==> config.mk <==
export PLATFORM = sky130hd
export DESIGN_NAME = imem_loader
export DESIGN_NICKNAME = d
export VERILOG_FILES = /design/src/rtl/imem_loader_pkg.sv /design/src/rtl/imem_loader.sv
export SDC_FILE = /design/constraint.sdc
export NUM_CORES = 1
export LEC_CHECK = 0
export CAP_MARGIN = 20
export CORE_ASPECT_RATIO = 0.8
export CORE_MARGIN = 2
export CORE_UTILIZATION = 49
export CTS_CLUSTER_DIAMETER = 120
export DETAILED_ROUTE_END_ITERATION = 8
export PLACE_DENSITY = 0.85
export SYNTH_ARGS = -nofsm -noshare
export SYNTH_HDL_FRONTEND = slang
export SYNTH_SLANG_ARGS = --single-unit
export TNS_END_PERCENT = 5
==> constraint.sdc <==
create_clock -name clock -period 3.56 [get_ports clock]
set_clock_uncertainty 0.05 [all_clocks]
set_input_delay 1.068 -clock clock [delete_from_list [all_inputs] [get_ports clock]]
set_output_delay 1.068 -clock clock [all_outputs]
set_load 0.02 [all_outputs]
==> src/rtl/imem_loader_pkg.sv <==
// Shared definitions for the instruction-memory loader: FSM state encoding,
// guard-phase length and default bus widths.
package imem_loader_pkg;

    localparam int DEFAULT_ADDR_WIDTH = 12;
    localparam int DEFAULT_DATA_WIDTH = 32;

    // Cycles spent in GUARD: the final write cycle plus one settling cycle.
    localparam int GUARD_CYCLES = 2;
    localparam int GUARD_CNT_W  = 2;

    typedef enum logic [1:0] {
        ST_LOAD  = 2'd0,
        ST_GUARD = 2'd1,
        ST_RUN   = 2'd2,
        ST_ERROR = 2'd3
    } state_e;

endpackage

==> src/rtl/imem_loader.sv <==
// Instruction-memory loader: streams program words into the instruction
// memory at sequential addresses from 0, holds the processor in reset until
// the last word lands, then releases it. Writing past the top of memory
// latches an overflow error.
// Optional build macro: IMEM_LOADER_CHECKSUM_EN adds a running wrapping sum
// of all accepted words on the checksum output.
module imem_loader
    import imem_loader_pkg::*;
#(
    parameter int ADDR_WIDTH = DEFAULT_ADDR_WIDTH,
    parameter int DATA_WIDTH = DEFAULT_DATA_WIDTH
) (
    input  logic                  clock,
    input  logic                  ctrl_reset,
    input  logic                  s_valid,
    output logic                  s_ready,
    input  logic [DATA_WIDTH-1:0] s_data,
    input  logic                  s_last,
    output logic                  imem_wren,
    output logic [ADDR_WIDTH-1:0] imem_addr,
    output logic [DATA_WIDTH-1:0] imem_data,
    output logic                  proc_reset,
    output logic                  load_done,
    output logic [ADDR_WIDTH:0]   word_count,
    output logic                  overflow_err
`ifdef IMEM_LOADER_CHECKSUM_EN
    ,
    output logic [DATA_WIDTH-1:0] checksum
`endif
);

    localparam logic [ADDR_WIDTH-1:0]  PTR_MAX    = '1;
    localparam logic [ADDR_WIDTH-1:0]  PTR_ONE    = {{(ADDR_WIDTH-1){1'b0}}, 1'b1};
    localparam logic [ADDR_WIDTH:0]    CNT_ONE    = {{ADDR_WIDTH{1'b0}}, 1'b1};
    localparam logic [GUARD_CNT_W-1:0] GUARD_LAST = GUARD_CNT_W'(GUARD_CYCLES - 1);
    localparam logic [GUARD_CNT_W-1:0] GUARD_ONE  = GUARD_CNT_W'(1);

    state_e                  state_q, state_d;
    logic [GUARD_CNT_W-1:0]  guard_q, guard_d;
    logic                    ready_q, ready_d;
    logic [ADDR_WIDTH-1:0]   ptr_q, ptr_d;
    logic [ADDR_WIDTH:0]     count_q, count_d;
    logic                    wren_q, wren_d;
    logic [ADDR_WIDTH-1:0]   addr_q, addr_d;
    logic [DATA_WIDTH-1:0]   data_q, data_d;
    logic                    accept;

    // A word transfers only when the loader is ready; ready is only ever high in LOAD.
    assign accept = s_valid & ready_q;

    // State register and guard-phase counter.
    always_ff @(posedge clock or negedge ctrl_reset) begin
        if (!ctrl_reset) begin
            state_q <= ST_LOAD;
            guard_q <= '0;
        end else begin
            state_q <= state_d;
            guard_q <= guard_d;
        end
    end

    // Next-state logic: last word goes to GUARD, an overrun word goes to ERROR.
    always_comb begin
        state_d = state_q;
        guard_d = guard_q;
        case (state_q)
            ST_LOAD: begin
                if (accept) begin
                    if (s_last) begin
                        state_d = ST_GUARD;
                        guard_d = '0;
                    end else if (ptr_q == PTR_MAX) begin
                        state_d = ST_ERROR;
                    end
                end
            end
            ST_GUARD: begin
                if (guard_q == GUARD_LAST) begin
                    state_d = ST_RUN;
                end else begin
                    guard_d = guard_q + GUARD_ONE;
                end
            end
            ST_RUN:   state_d = ST_RUN;
            ST_ERROR: state_d = ST_ERROR;
            default:  state_d = ST_LOAD;
        endcase
    end

    // Status outputs decoded from the current state.
    always_comb begin
        proc_reset   = (state_q != ST_RUN);
        load_done    = (state_q == ST_RUN);
        overflow_err = (state_q == ST_ERROR);
    end

    // Datapath next values: pointer/count advance per accept, write port mirrors the accept one cycle later.
    always_comb begin
        ready_d = (state_d == ST_LOAD);
        ptr_d   = ptr_q;
        count_d = count_q;
        wren_d  = accept;
        addr_d  = addr_q;
        data_d  = data_q;
        if (accept) begin
            ptr_d   = ptr_q + PTR_ONE;
            count_d = count_q + CNT_ONE;
            addr_d  = ptr_q;
            data_d  = s_data;
        end
    end

    // Datapath registers, including the registered memory write port.
    always_ff @(posedge clock or negedge ctrl_reset) begin
        if (!ctrl_reset) begin
            ready_q <= 1'b0;
            ptr_q   <= '0;
            count_q <= '0;
            wren_q  <= 1'b0;
            addr_q  <= '0;
            data_q  <= '0;
        end else begin
            ready_q <= ready_d;
            ptr_q   <= ptr_d;
            count_q <= count_d;
            wren_q  <= wren_d;
            addr_q  <= addr_d;
            data_q  <= data_d;
        end
    end

    assign s_ready    = ready_q;
    assign imem_wren  = wren_q;
    assign imem_addr  = addr_q;
    assign imem_data  = data_q;
    assign word_count = count_q;

`ifdef IMEM_LOADER_CHECKSUM_EN
    logic [DATA_WIDTH-1:0] sum_q, sum_d;

    // Wrapping sum of accepted words, next value.
    always_comb begin
        sum_d = sum_q;
        if (accept) begin
            sum_d = sum_q + s_data;
        end
    end

    // Wrapping sum register.
    always_ff @(posedge clock or negedge ctrl_reset) begin
        if (!ctrl_reset) begin
            sum_q <= '0;
        end else begin
            sum_q <= sum_d;
        end
    end

    assign checksum = sum_q;
`endif

endmodule

# Word-level counts from Yosys, hierarchy flattened
# Index checks and enable logic that the tools add are counted.
# W data, S select, Z words.
# word_totals
reg_bits,75
in_bits,36
output_inout_bits,62
word_cells,34
# classes
n_addsub,3
n_eq_ne,9
n_mux,9
bitwise_logic,1
reduce_logical,4
# op_table
cell,count
$mux W2,7
$add A13 B1 Y13 const B,1
$add A12 B1 Y12 const B,1
$eq A12 B12 Y1 const B,1
$ne A2 B2 Y1 const B,4
$pmux W2 S4,1
$eq A2 B1 Y1 const B,2
$eq A2 B2 Y1 const B,2
$logic_not A2 Y1,2
$pmux W2 S2,1
$reduce_and A4 Y1,1
$add A2 B1 Y2 const B,1
$reduce_bool A2 Y1,1
$and A1 B1 Y1,1

# Longest topological paths before layout
# Gate-level depths: netlist (run 1).
# logic_depth
word_depth,6
ltp_mapped,5
mapped_depth_nobuf,5

# Worst setup path after synthesis (run 1)
# No wires, ideal clock.
# synth_timing
path_type,reg2out
start,register state_q[1]
end,output load_done
t_arrival_ns,0.929
required_time_ns,2.442
slack_ns,1.513
stages_incl_launch_ff,4
n_path_buf,1
cell_sequence,dfrtp_1 -> clkbuf_1 -> nand2_1 -> inv_1
# synth_via
elab_chain_len,1
# synth_lines
element,line,rtl
start: declaration,imem_loader.sv:38,"state_e state_q, state_d;"
start signal: assignment,imem_loader.sv:57,state_q <= state_d;
$eq A2 B2 Y1,imem_loader.sv:93,load_done = (state_q == ST_RUN);
end: declaration,imem_loader.sv:23,"output logic load_done,"
# No other way between the ends.

# Worst setup path in the final report (run 1)
# Ends and elaborated chain as after synthesis.

==> tab_implementation.tex, run 1 <==
\begin{tabular}{lr}
\hline
Metric & Value \\
\hline
\multicolumn{2}{l}{\textbf{Power and ir drop}} \\
\quad Worst voltage drop across the vdd grid & about 0.00024 V \\
\quad Standby leakage power & 2.06 nW \\
\quad P per Cell Area & 392 nW/µm² \\
\multicolumn{2}{l}{\textbf{Clock network}} \\
\quad Clock Latency Late Sink & 0.34 ns \\
\quad CTS tree & built \\
\quad \# resized after CTS & 0 \\
\quad Hold-fix buffers, CTS & 0 \\
\quad Clock-pin slew of the registers on the worst-case setup and hold paths & 0.08 ns \\
\quad Maximum buffer depth of the clock tree & 2 \\
\quad Number of H-tree levels & 3 \\
\quad Root cell of the clock tree & sky130\_fd\_sc\_hd\_\_clkbuf\_8 \\
\quad Total CTS buffers & 9 \\
\quad Buffers inserted by post-CTS timing repair & 0 \\
\quad Clock sink total & 75 \\
\multicolumn{2}{l}{\textbf{Synthesis}} \\
\quad Syn Nets & 350 \\
\quad Average cell area after synthesis & between 9 and 10 µm² \\
\quad Compound-cell area share of the yosys netlist & 2.26\% \\
\quad Top FF cell, synth & sky130\_fd\_sc\_hd\_\_dfrtp\_1 \\
\quad Fraction of synthesized cell area in xor and xnor cells & 6.75\% \\
\quad Combinational family with the most area after synthesis & simple AND/OR/NAND/NOR gates \\
\quad Synth cell types & 22 \\
\quad \#FFs+latches synth & 75 \\
\quad Ranking of synthesized cells by area & sky130\_fd\_sc\_hd\_\_dfrtp\_1 63\%, sky130\_fd\_sc\_hd\_\_nand2\_1 19\%, sky130\_fd\_sc\_hd\_\_xnor2\_1 5.3\%, sky130\_fd\_sc\_hd\_\_nand4\_1 1.7\%, sky130\_fd\_sc\_hd\_\_xor2\_1 1.5\% \\
\quad Leading area contributor after synthesis & sky130\_fd\_sc\_hd\_\_dfrtp\_1 \\
\quad Most numerous cell types in the synthesized netlist & 148 x sky130\_fd\_sc\_hd\_\_nand2\_1, 75 x sky130\_fd\_sc\_hd\_\_dfrtp\_1, 18 x sky130\_fd\_sc\_hd\_\_xnor2\_1 \\
\quad Warnings from Yosys & 0 \\
\quad Cell area after synthesis & 2990 µm² \\
\quad Count of flip-flops with a built-in enable after synthesis & 0 \\
\quad Mux contribution to synthesized area & 0\% \\
\quad Cell count after synthesis & 311 \\
\quad Sequential share of the synthesized area & 62.9\% \\
\quad Leading cell type by number of instances after synthesis & sky130\_fd\_sc\_hd\_\_nand2\_1 \\
\quad Adder and majority gate portion of the synthesized area & 1.26\% \\
\quad Simple-gate portion of the synthesized area & 24.5\% \\
\quad FFs w/ async S/R, synth & 100\% \\
\quad Area share of the largest cell type after synthesis & 62.9\% \\
\multicolumn{2}{l}{\textbf{Timing}} \\
\quad Accumulated negative setup slack & 0 ns \\
\quad Hold slack final & 0.424 ns \\
\quad Upper clock frequency limit & between 300 and 400 MHz \\
\quad Worst Max-Slew Pin Slew & $\sim$0.68 ns \\
\quad Count of endpoints failing setup in the final report & 0 \\
\quad Final period demand of the worst path & $\sim$2.7 ns \\
\quad Final max-slew violation count & 0 \\
\quad RSZ-0062 raised after global routing & no \\
\quad Total count of hold-check failures in the final report & 0 \\
\quad Ratio of final minimum period to clock period & about three quarters \\
\quad Min setup slack post-route & 0.849 ns \\
\quad Worst rel slew slack & 54.6\% \\
\multicolumn{2}{l}{\textbf{Worst setup path}} \\
\quad Count of cells along the worst register-to-register path & 5 \\
\quad Data required time at the worst endpoint & about 2.4 ns \\
\quad Worst flop-to-flop path startpoint & s\_ready \\
\quad Largest delay share family, worst path & buffers and inverters \\
\quad Crit path largest cell delay & 0.59 ns \\
\quad Critical path start-end classification & reg2out \\
\quad Data arrival time of the worst path & 1.59 ns \\
\quad Critical-path cell list & nand2\_1 -> inv\_1 -> clkdlybuf4s50\_1 \\
\quad Highest-delay cell along the critical path & sky130\_fd\_sc\_hd\_\_clkdlybuf4s50\_1 \\
\quad Levels on crit path & 3 \\
\quad Reg-to-reg endpoint & word\_count[11] \\
\quad Buffer and inverter count on the worst path & 2 \\
\quad CP Max Fanout & 9 \\
\quad Slack of the worst reg-to-reg path & between 1.5 and 2 ns \\
\quad Sort of element at the start of the critical path & register \\
\quad Endpoint class of the critical path & primary output \\
\multicolumn{2}{l}{\textbf{Drt}} \\
\quad Iteration-0 DRC count of the detailed router & 108 \\
\quad Routed len/inst & 13.3 µm \\
\quad Via density & between 4 and 5 \\
\quad Number of search-and-repair iterations in the first detailed-routing pass & 4 \\
\quad Metal2 WL & 3220 µm \\
\quad Via Count & 2,436 \\
\quad Final WL & around 6600 µm \\
\quad Remaining number of nets flagged by the antenna check after routing & 0 \\
\quad Wire length on met3 & 383 µm \\
\quad Met1 Routed Length & 2920 µm \\
\quad Count of unresolved DRC violations after routing & 0 \\
\quad Uppermost layer routed & met4 \\
\multicolumn{2}{l}{\textbf{Floorplan}} \\
\quad Floorplan die area & 6740 µm² \\
\quad Effective utilization at floorplan & between 50\% and 60\% \\
\quad I/O pin count & 98 \\
\quad Chip Width & slightly above 90 µm \\
\quad Height of the die & 73.8 µm \\
\quad Total number of placement rows & 25 \\
\quad Area of the core region & 5910 µm² \\
\multicolumn{2}{l}{\textbf{Final layout}} \\
\quad Layout cell share with drive strength beyond 1 & 5.77\% \\
\quad Synth-to-layout area growth & 42.1\% \\
\quad Nets@finish & 450 \\
\quad Count of inserted antenna diode cells & 0 \\
\quad Cell area after layout & 4240 µm² \\
\multicolumn{2}{l}{\textbf{Global routing}} \\
\quad Global-route wire length before repair & 10,800 µm \\
\quad Number of antenna violations at the first check in global routing & 0 \\
\quad Vias in the first global route & 2,407 \\
\quad Total routing resource utilization after global routing & 20.9\% \\
\quad Largest net degree at the start of global routing & 51 \\
\quad Global route total overflow & 0 \\
\multicolumn{2}{l}{\textbf{Worst hold path}} \\
\quad Worst min-delay path startpoint & word\_count[12] \\
\quad Cell depth of the worst hold path & 1 \\
\quad Worst-case hold path end point & word\_count[12] \\
\quad Path category of the worst min-delay check & reg2reg \\
\multicolumn{2}{l}{\textbf{Placed design}} \\
\quad Half-perimeter wire length after placement & 4720 µm \\
\quad Standard cell area after detailed placement & 4050 µm² \\
\quad Final weighted congestion of routability-driven global placement & 0.792 \\
\quad Post-Place Worst Slack & 0.658 ns \\
\quad Port Buffer Count & 97 \\
\multicolumn{2}{l}{\textbf{Outcome}} \\
\quad Run status & finished clean \\
\multicolumn{2}{l}{\textbf{Job}} \\
\quad Maximum Capacitance Violations & 0 \\
\hline
\end{tabular}
==> registers in the layout, summed over array words and instances, names as in the netlist <==
| name | flops |
|---|---|
| guard_q | 2 |
| imem_addr | 12 |
| imem_data | 32 |
| imem_wren | 1 |
| ptr_q | 12 |
| s_ready | 1 |
| state_q | 2 |
| word_count | 13 |
==> final cells by class <==
cell class,count,area [µm²]
Tap cell,81,101
Sequential cell,75,1880
Multi-Input combinational cell,218,1040
Clock inverter,4,50.0
Inverter,7,26.3
Fill cell,416,1670
Clock buffer,12,145
Timing Repair Buffer,100,1000
==> metal layers <==
metal,up-vias,global-route usage (%)
li1,1179,-
met3,9,7.18
met5,-,0
met2,71,34.1
met4,0,9.26
met1,1177,25.7
==> power breakdown <==
group          internal [W]  switching, W
Combinational     0.0000759     0.0000651
Clock              0.000342      0.000297
Sequential         0.000872     0.0000124
Total               0.00129      0.000375
==> cells by family (layout without fill, tap and decap cells) <==
family / Yosys count / in the layout
adders and majority gates: 3 / 3
AOI/OAI and AO/OA: 12 / 12
DFF: 75 / 75
xor gates and xnor gates: 23 / 23
buffers and inverters: 18 / 123
and+or+nand+nor: 180 / 180
==> per-stage QoR <==
stage / util (%) / instances / power (W)
2_1_floorplan: - / 311 / 0.000940
3_3_place_gp: 68.4 / 481 / 0.00104
3_5_place_dp: 68.4 / 481 / 0.00104
4_1_cts: 71.7 / 497 / 0.00168
5_1_grt: 71.7 / 497 / 0.00172
6_report: 71.7 / 497 / 0.00166
==> worst max-delay path by stage <==
stage,to,slack [ns],from
global placement,word_count[11],0.73,s_valid
global route,load_done,0.74,state_q[0]
detailed placement,word_count[11],0.66,s_valid
CTS,load_done,0.83,state_q[0]
floorplan,load_done,1.51,state_q[1]
finish,load_done,0.85,state_q[1]
==> placed cells by master (no fill, tap or decap) <==
cell / count
sky130_fd_sc_hd__xor2_1: 5
sky130_fd_sc_hd__a21oi_2: 1
sky130_fd_sc_hd__nand3_1: 6
sky130_fd_sc_hd__nand3_2: 1
sky130_fd_sc_hd__and3_1: 3
sky130_fd_sc_hd__o21ai_0: 6
sky130_fd_sc_hd__clkbuf_1: 2
sky130_fd_sc_hd__clkinvlp_4: 2
sky130_fd_sc_hd__buf_12: 1
sky130_fd_sc_hd__inv_1: 6
sky130_fd_sc_hd__nand2_1: 147
sky130_fd_sc_hd__nor2_1: 8
sky130_fd_sc_hd__buf_4: 2
sky130_fd_sc_hd__clkdlybuf4s50_1: 96
sky130_fd_sc_hd__o21ai_2: 1
sky130_fd_sc_hd__nand2_2: 1
sky130_fd_sc_hd__bufinv_16: 1
sky130_fd_sc_hd__a21oi_1: 4
sky130_fd_sc_hd__and2_1: 1
sky130_fd_sc_hd__or4_4: 1
sky130_fd_sc_hd__clkinv_2: 1
sky130_fd_sc_hd__buf_2: 1
sky130_fd_sc_hd__nand4_1: 8
sky130_fd_sc_hd__dfrtp_1: 75
sky130_fd_sc_hd__clkbuf_8: 10
sky130_fd_sc_hd__nor3_1: 4
sky130_fd_sc_hd__inv_2: 1
sky130_fd_sc_hd__xnor2_1: 18
sky130_fd_sc_hd__ha_1: 3
Power figures use the tool's default switching activity.
==> run 2: changes to the inputs <==
Settings changed: CORE_UTILIZATION 49 to 46, PLACE_DENSITY 0.85 to 0.8.
Clock period 3.56 ns to 2.8 ns, I/O delays scaled along.
==> run 2 against run 1 <==
Effect of this change: first-iteration DRC count decreased by 4.6%; worst hold slack got worse by 0.0042 ns; flip-flop and latch count did not move; via count decreased by 0.37%; total power is 33% higher; clock power up 42%; non-clock buffer count increased by 2; combinational power increased by 26%; global-route usage decreased by 0.76 points; worst setup slack got worse by 0.58 ns.
==> tab_implementation.tex, run 2 (synthesis results as in run 1) <==
\begin{tabular}{lr}
\hline
Metric & Value \\
\hline
\multicolumn{2}{l}{\textbf{Outcome}} \\
\quad Run status & finished clean \\
\multicolumn{2}{l}{\textbf{Placed design}} \\
\quad Port Buffer Count & 97 (unchanged) \\
\quad Half-perimeter wire length after placement & 4600 µm (-2.6\%) \\
\quad Final weighted congestion of routability-driven global placement & 0.777 (-1.9\%) \\
\multicolumn{2}{l}{\textbf{Drt}} \\
\quad Wire length on met3 & 372 µm (-2.9\%) \\
\quad Count of unresolved DRC violations after routing & 0 (unchanged) \\
\quad Uppermost layer routed & met4 \\
\quad Remaining number of nets flagged by the antenna check after routing & 0 (unchanged) \\
\quad Final WL & 6650 µm (+0.54\%) \\
\quad Via Count & 2,427 (-0.37\%) \\
\quad Metal2 WL & 2960 µm (-8.0\%) \\
\quad Via density & 4.83 (-1.4\%) \\
\quad Met1 Routed Length & 3240 µm (+11\%) \\
\quad Number of search-and-repair iterations in the first detailed-routing pass & 4 (unchanged) \\
\quad Iteration-0 DRC count of the detailed router & 103 (-4.6\%) \\
\quad Routed len/inst & 13.3 µm (-0.46\%) \\
\multicolumn{2}{l}{\textbf{Clock network}} \\
\quad CTS tree & built \\
\quad Clock sink total & 75 (unchanged) \\
\quad Total CTS buffers & 9 (unchanged) \\
\quad Root cell of the clock tree & sky130\_fd\_sc\_hd\_\_clkbuf\_8 \\
\quad Clock-pin slew of the registers on the worst-case setup and hold paths & 0.08 ns (about the same) \\
\quad Maximum buffer depth of the clock tree & 2 (unchanged) \\
\quad Clock Latency Late Sink & 0.34 ns (about the same) \\
\quad Number of H-tree levels & 3 (unchanged) \\
\quad \# resized after CTS & 0 (unchanged) \\
\quad Buffers inserted by post-CTS timing repair & 0 (unchanged) \\
\quad Hold-fix buffers, CTS & 0 (unchanged) \\
\multicolumn{2}{l}{\textbf{Timing}} \\
\quad Total count of hold-check failures in the final report & 0 (unchanged) \\
\quad Ratio of final minimum period to clock period & 90.3\% \\
\quad Worst Max-Slew Pin Slew & 0.575 ns (-0.106 ns) \\
\quad Worst rel slew slack & 61.7\% (+7.0 points) \\
\quad Final max-slew violation count & 0 (unchanged) \\
\quad Count of endpoints failing setup in the final report & 0 (unchanged) \\
\quad Final period demand of the worst path & about 2.5 ns \\
\quad Upper clock frequency limit & 396 MHz \\
\quad RSZ-0062 raised after global routing & no \\
\quad Hold slack final & 0.420 ns (-0.00421 ns) \\
\quad Accumulated negative setup slack & 0 ns (unchanged) \\
\multicolumn{2}{l}{\textbf{Final layout}} \\
\quad Layout cell share with drive strength beyond 1 & 6.22\% (+0.45 points) \\
\quad Multi-input logic area & 1040 µm² (unchanged) \\
\quad Most frequent cells in the layout & 147 x sky130\_fd\_sc\_hd\_\_nand2\_1, 96 x sky130\_fd\_sc\_hd\_\_clkdlybuf4s50\_1, 75 x sky130\_fd\_sc\_hd\_\_dfrtp\_1, 18 x sky130\_fd\_sc\_hd\_\_xnor2\_1, 10 x sky130\_fd\_sc\_hd\_\_clkbuf\_8 \\
\quad Nets@finish & 452 (+0.44\%) \\
\quad Synth-to-layout area growth & 43.6\% \\
\quad Flip-flop count of the largest register after layout & 32 (unchanged) \\
\quad Sequential cell area & 1880 µm² (unchanged) \\
\quad Fill cell instance count of the final layout & 493 (+19\%) \\
\quad Count of inserted antenna diode cells & 0 (unchanged) \\
\quad Leading cell type in the layout, fill and taps excluded & sky130\_fd\_sc\_hd\_\_nand2\_1 \\
\multicolumn{2}{l}{\textbf{Worst setup path}} \\
\quad Endpoint class of the critical path & primary output \\
\quad Largest delay share family, worst path & buffers and inverters \\
\quad Data required time at the worst endpoint & 1.91 ns (-0.53 ns) \\
\quad Highest-delay cell along the critical path & sky130\_fd\_sc\_hd\_\_clkdlybuf4s50\_1 \\
\quad Critical path start-end classification & reg2out \\
\quad Data arrival time of the worst path & 1.64 ns (+0.05 ns) \\
\quad Buffer and inverter count on the worst path & 2 (unchanged) \\
\quad Crit path largest cell delay & 0.59 ns (about the same) \\
\quad Sort of element at the start of the critical path & register \\
\quad Critical-path cell list & nand2\_1 -> inv\_1 -> clkdlybuf4s50\_1 \\
\quad CP Max Fanout & 9 (unchanged) \\
\multicolumn{2}{l}{\textbf{Power and ir drop}} \\
\quad Standby leakage power & 2.09 nW (+1.4\%) \\
\quad P per Cell Area & 516 nW/µm² (+31\%) \\
\quad Worst voltage drop across the vdd grid & 0.000286 V (+21\%) \\
\multicolumn{2}{l}{\textbf{Floorplan}} \\
\quad Chip Width & 94.1 µm (+3.1\%) \\
\quad Height of the die & 76.1 µm (+3.0\%) \\
\quad Effective utilization at floorplan & 47.1\% (-3.4 points) \\
\quad Area of the core region & 6340 µm² (+7.3\%) \\
\quad Total number of placement rows & 26 (+4.0\%) \\
\quad I/O pin count & 98 (unchanged) \\
\quad Floorplan die area & 7150 µm² (+6.2\%) \\
\multicolumn{2}{l}{\textbf{Worst hold path}} \\
\quad Path category of the worst min-delay check & reg2reg \\
\multicolumn{2}{l}{\textbf{Global routing}} \\
\quad Total routing resource utilization after global routing & 20.1\% (-0.76 points) \\
\quad Global route total overflow & 0 (unchanged) \\
\quad Vias in the first global route & 2,332 (-3.1\%) \\
\quad Number of antenna violations at the first check in global routing & 0 (unchanged) \\
\quad Global-route wire length before repair & 11,000 µm (+2.2\%) \\
\quad Largest net degree at the start of global routing & 46 (-9.8\%) \\
\multicolumn{2}{l}{\textbf{Job}} \\
\quad Maximum Capacitance Violations & 0 (unchanged) \\
\hline
\end{tabular}
==> run 2: cell types whose count changed in the layout (fill, tap and decap cells not counted), sizes merged <==
cell,change
buf,+2
clkinvlp,-2
bufinv,+1
clkinv,+1
==> run 2: stage by stage <==
step / instance area [µm²] / util (%) / setup WS (ns) / instances / power, W
2_1_floorplan: 2990 / - / 0.981 / 311 / 0.00119
3_3_place_gp: 4070 / 64.1 / 0.523 / 486 / 0.00132
3_5_place_dp: 4070 / 64.1 / 0.467 / 486 / 0.00133
4_1_cts: 4290 / 67.6 / 0.255 / 502 / 0.00223
5_1_grt: 4290 / 67.6 / 0.163 / 502 / 0.00230
6_report: 4290 / 67.6 / 0.272 / 502 / 0.00221
==> run 2: power by group <==
group | switching [W] | internal [W]
sequential | 0.0000158 | 0.00111
combinational | 0.0000816 | 0.0000969
clock | 0.000381 | 0.000527
==> run 2: worst paths after layout <==
check	startpoint	to	slack (ns)	cells after the start
setup reg to reg	ptr_q[1]	s_ready	1.26	5
min in group asynchronous	ctrl_reset	imem_addr[4]	0.44	1
setup / recovery	state_q[1]	load_done	0.27	3
hold / removal	word_count[12]	word_count[12]	0.42	1
max in group asynchronous	ctrl_reset	ptr_q[9]	1.69	2
hold reg to reg	word_count[12]	word_count[12]	0.42	1
==> run 2: area by class of cell <==
cell class | count | area share (%)
multi-input cells | 218 | 24.3
inverters | 7 | 0.613
repair buffers | 102 | 23.8
clock buffers | 12 | 3.39
clock inverters | 4 | 1.72
flip-flops and latches | 75 | 43.8
well taps | 84 | 2.45
==> run 2: per-layer routing <==
metal | track usage [%] | vias up
li1 | - | 1185
met1 | 27.9 | 1162
met2 | 29.2 | 71
met3 | 7.81 | 9
met4 | 6.67 | 0
met5 | 0 | -
==> run 3: changes to the inputs <==
Settings changed: CORE_UTILIZATION 46 to 49, CTS_CLUSTER_SIZE from default to 30, HOLD_SLACK_MARGIN from default to 0.15, PLACE_DENSITY 0.8 to 0.85.
Clock period 2.8 ns to 3.1 ns, I/O delays scaled along.
==> run 3 against run 2 <==
Effect of this change: combinational power shrank 9.6%; routed wire length shrank 0.74%; sequential power shrank 9%; via count shrank 0.45%; sequential share of layout area grew 0.090 points; global-route usage grew 1.2 points; worst setup slack gained 0.25 ns; first-iteration DRC count grew 30%; critical path depth grew 1; worst hold slack gained 0.0035 ns; total power shrank 10%; utilization grew 4.8 points; highest routed layer unchanged.
==> tab_implementation.tex, run 3 (synthesis results as in run 1) <==
\begin{tabular}{lr}
\hline
Metric & Value \\
\hline
\multicolumn{2}{l}{\textbf{Outcome}} \\
\quad Run status & finished clean \\
\multicolumn{2}{l}{\textbf{Drt}} \\
\quad Number of search-and-repair iterations in the first detailed-routing pass & 4 (unchanged) \\
\quad Via Count & 2,416 (-0.45\%) \\
\quad Remaining number of nets flagged by the antenna check after routing & 0 (unchanged) \\
\quad Via density & 4.84 (+0.15\%) \\
\quad Count of unresolved DRC violations after routing & 0 (unchanged) \\
\quad Final WL & 6610 µm (-0.74\%) \\
\quad Routed len/inst & 13.2 µm (-0.14\%) \\
\quad Iteration-0 DRC count of the detailed router & 134 (+30\%) \\
\multicolumn{2}{l}{\textbf{Worst setup path}} \\
\quad Slack of the worst reg-to-reg path & 1.54 ns (+0.28 ns) \\
\quad Data arrival time of the worst path & 1.60 ns (-0.04 ns) \\
\quad Highest-delay cell along the critical path & sky130\_fd\_sc\_hd\_\_clkdlybuf4s50\_1 \\
\quad Reg-to-reg endpoint & s\_ready \\
\quad CP Max Fanout & 5 (-4) \\
\quad Worst flop-to-flop path startpoint & ptr\_q[0] \\
\quad Critical-path cell list & inv\_1 -> nand2\_1 -> inv\_1 -> clkdlybuf4s50\_1 \\
\quad Endpoint class of the critical path & primary output \\
\quad Sort of element at the start of the critical path & register \\
\quad Critical path start-end classification & reg2out \\
\quad Count of cells along the worst register-to-register path & 5 (unchanged) \\
\quad Crit path largest cell delay & 0.59 ns (about the same) \\
\quad Data required time at the worst endpoint & 2.12 ns (+0.21 ns) \\
\quad Most prevalent standard cell on the critical path & sky130\_fd\_sc\_hd\_\_inv\_1 \\
\multicolumn{2}{l}{\textbf{Worst hold path}} \\
\quad Path category of the worst min-delay check & reg2reg \\
\quad Worst min-delay path startpoint & imem\_data[10] \\
\quad Worst-case hold path end point & imem\_data[10] \\
\quad Cell depth of the worst hold path & 2 (+1) \\
\multicolumn{2}{l}{\textbf{Final layout}} \\
\quad Nets@finish & 452 (unchanged) \\
\quad Layout cell share with drive strength beyond 1 & 6.70\% (+0.48 points) \\
\quad Multi-input logic area & 1040 µm² (unchanged) \\
\quad Count of inserted antenna diode cells & 0 (unchanged) \\
\quad Synth-to-layout area growth & 43.3\% \\
\quad Post-route non-filler standard cell count & 499 (-0.60\%) \\
\quad Sequential cell area & 1880 µm² (unchanged) \\
\quad Fill cell instance count of the final layout & 425 (-14\%) \\
\quad Leading cell type in the layout, fill and taps excluded & sky130\_fd\_sc\_hd\_\_nand2\_1 \\
\quad Most frequent cells in the layout & 147 x sky130\_fd\_sc\_hd\_\_nand2\_1, 96 x sky130\_fd\_sc\_hd\_\_clkdlybuf4s50\_1, 75 x sky130\_fd\_sc\_hd\_\_dfrtp\_1, 18 x sky130\_fd\_sc\_hd\_\_xnor2\_1, 9 x sky130\_fd\_sc\_hd\_\_clkbuf\_8 \\
\quad Flip-flop count of the largest register after layout & 32 (unchanged) \\
\multicolumn{2}{l}{\textbf{Placed design}} \\
\quad Half-perimeter wire length after placement & 4580 µm (-0.47\%) \\
\quad Final weighted congestion of routability-driven global placement & 0.818 (+5.2\%) \\
\quad Port Buffer Count & 97 (unchanged) \\
\quad Number of placed instances with taps included & 483 (-0.62\%) \\
\multicolumn{2}{l}{\textbf{Clock network}} \\
\quad Clock sink total & 75 (unchanged) \\
\quad Maximum buffer depth of the clock tree & 2 (unchanged) \\
\quad Clock-pin slew of the registers on the worst-case setup and hold paths & 0.08 ns (about the same) \\
\quad Clock Latency Late Sink & 0.34 ns (about the same) \\
\quad Number of H-tree levels & 3 (unchanged) \\
\quad Hold-fix buffers, CTS & 0 (unchanged) \\
\quad Total CTS buffers & 9 (unchanged) \\
\quad Root cell of the clock tree & sky130\_fd\_sc\_hd\_\_clkbuf\_8 \\
\quad Buffers inserted by post-CTS timing repair & 0 (unchanged) \\
\quad CTS tree & built \\
\quad \# resized after CTS & 0 (unchanged) \\
\multicolumn{2}{l}{\textbf{Global routing}} \\
\quad Global route total overflow & 0 (unchanged) \\
\quad Largest net degree at the start of global routing & 76 (+65\%) \\
\quad Global-route wire length before repair & 11,100 µm (+0.81\%) \\
\quad Total routing resource utilization after global routing & 21.4\% (+1.2 points) \\
\quad Vias in the first global route & 2,489 (+6.7\%) \\
\quad Number of antenna violations at the first check in global routing & 0 (unchanged) \\
\multicolumn{2}{l}{\textbf{Floorplan}} \\
\quad Total number of placement rows & 25 (-3.8\%) \\
\quad I/O pin count & 98 (unchanged) \\
\quad Effective utilization at floorplan & 50.5\% (+3.4 points) \\
\quad Chip Width & 91.3 µm (-3.0\%) \\
\quad Area of the core region & 5910 µm² (-6.8\%) \\
\quad Height of the die & 73.8 µm (-2.9\%) \\
\quad Floorplan die area & 6740 µm² (-5.8\%) \\
\multicolumn{2}{l}{\textbf{Timing}} \\
\quad Upper clock frequency limit & between 300 and 400 MHz \\
\quad Count of endpoints failing setup in the final report & 0 (unchanged) \\
\quad RSZ-0062 raised after global routing & no \\
\quad Accumulated negative setup slack & 0 ns (unchanged) \\
\quad Ratio of final minimum period to clock period & between 80\% and 90\% \\
\quad Worst Max-Slew Pin Slew & 0.398 ns (-0.176 ns) \\
\quad Final period demand of the worst path & approximately 2.6 ns \\
\quad Final max-slew violation count & 0 (unchanged) \\
\quad Total count of hold-check failures in the final report & 0 (unchanged) \\
\quad Worst rel slew slack & 73.4\% (+12 points) \\
\multicolumn{2}{l}{\textbf{Power and ir drop}} \\
\quad Worst voltage drop across the vdd grid & 0.000328 V (+15\%) \\
\quad P per Cell Area & 464 nW/µm² (-10\%) \\
\quad Standby leakage power & 2.08 nW (-0.49\%) \\
\multicolumn{2}{l}{\textbf{Job}} \\
\quad Maximum Capacitance Violations & 0 (unchanged) \\
\hline
\end{tabular}
## run 3: cell count changes in the layout (fill, tap and decap cells not counted), sizes merged
cell	before	now
clkinvlp	0	3
clkbuf	12	9
## run 3: per-stage QoR
stage               cell area [µm²]  util (%)  setup slack, ns  hold WS (ns)  power (W)
global placement               4060      68.7            0.710         0.407    0.00119
global route                   4280      72.4            0.410         0.455    0.00206
detailed placement             4060      68.7            0.676         0.411    0.00120
floorplan                      2990         -             1.19         0.416    0.00108
finish                         4280      72.4            0.518         0.424    0.00199
CTS                            4280      72.4            0.504         0.431    0.00200
## run 3: per-layer routing
| layer | vias to the layer above | share of wire (%) | routed length [µm] | track usage, % |
|---|---|---|---|---|
| met5 | - | 0 | 0 | 0 |
| met4 | 0 | 1.0 | 66 | 6.06 |
| met3 | 6 | 5.5 | 360 | 8.00 |
| met2 | 70 | 48 | 3200 | 35.8 |
| met1 | 1163 | 45 | 2980 | 26.5 |
| li1 | 1177 | - | - | - |
## run 3: layout make-up
type | count | area share, %
repair buffers | 102 | 23.7
flip-flops and latches | 75 | 43.9
clock buffers | 9 | 2.90
clock inverters | 7 | 2.16
well taps | 81 | 2.37
multi-input cells | 218 | 24.3
inverters | 7 | 0.614
## run 3: worst max-delay path, delay by kind of cell, from the launching register on
| kind | cells | cell delay [ns] |
|---|---|---|
| buf+inv | 3 | 0.75 |
| simple gates | 1 | 0.08 |
| flops | 1 | 0.42 |
## run 3: how the worst max path moves through the flow
stage | from | end | slack [ns] | cells after the start
after floorplan | state_q[1] | load_done | 1.19 | 3
after global placement | s_valid | word_count[3] | 0.71 | 6
after detailed placement | s_valid | word_count[3] | 0.68 | 6
after CTS | state_q[0] | load_done | 0.50 | 4
after global routing | state_q[0] | load_done | 0.41 | 4
final | state_q[0] | load_done | 0.52 | 4
## run 3: power by group
| part | switching (W) | leakage [nW] | total, W | internal [W] |
|---|---|---|---|---|
| Combinational | 0.0000742 | 0.992 | 0.000161 | 0.0000873 |
| Sequential | 0.0000151 | 0.986 | 0.00102 | 0.00100 |
| Clock | 0.000360 | 0.101 | 0.000809 | 0.000450 |
| Total | 0.000449 | 2.08 | 0.00199 | 0.00154 |
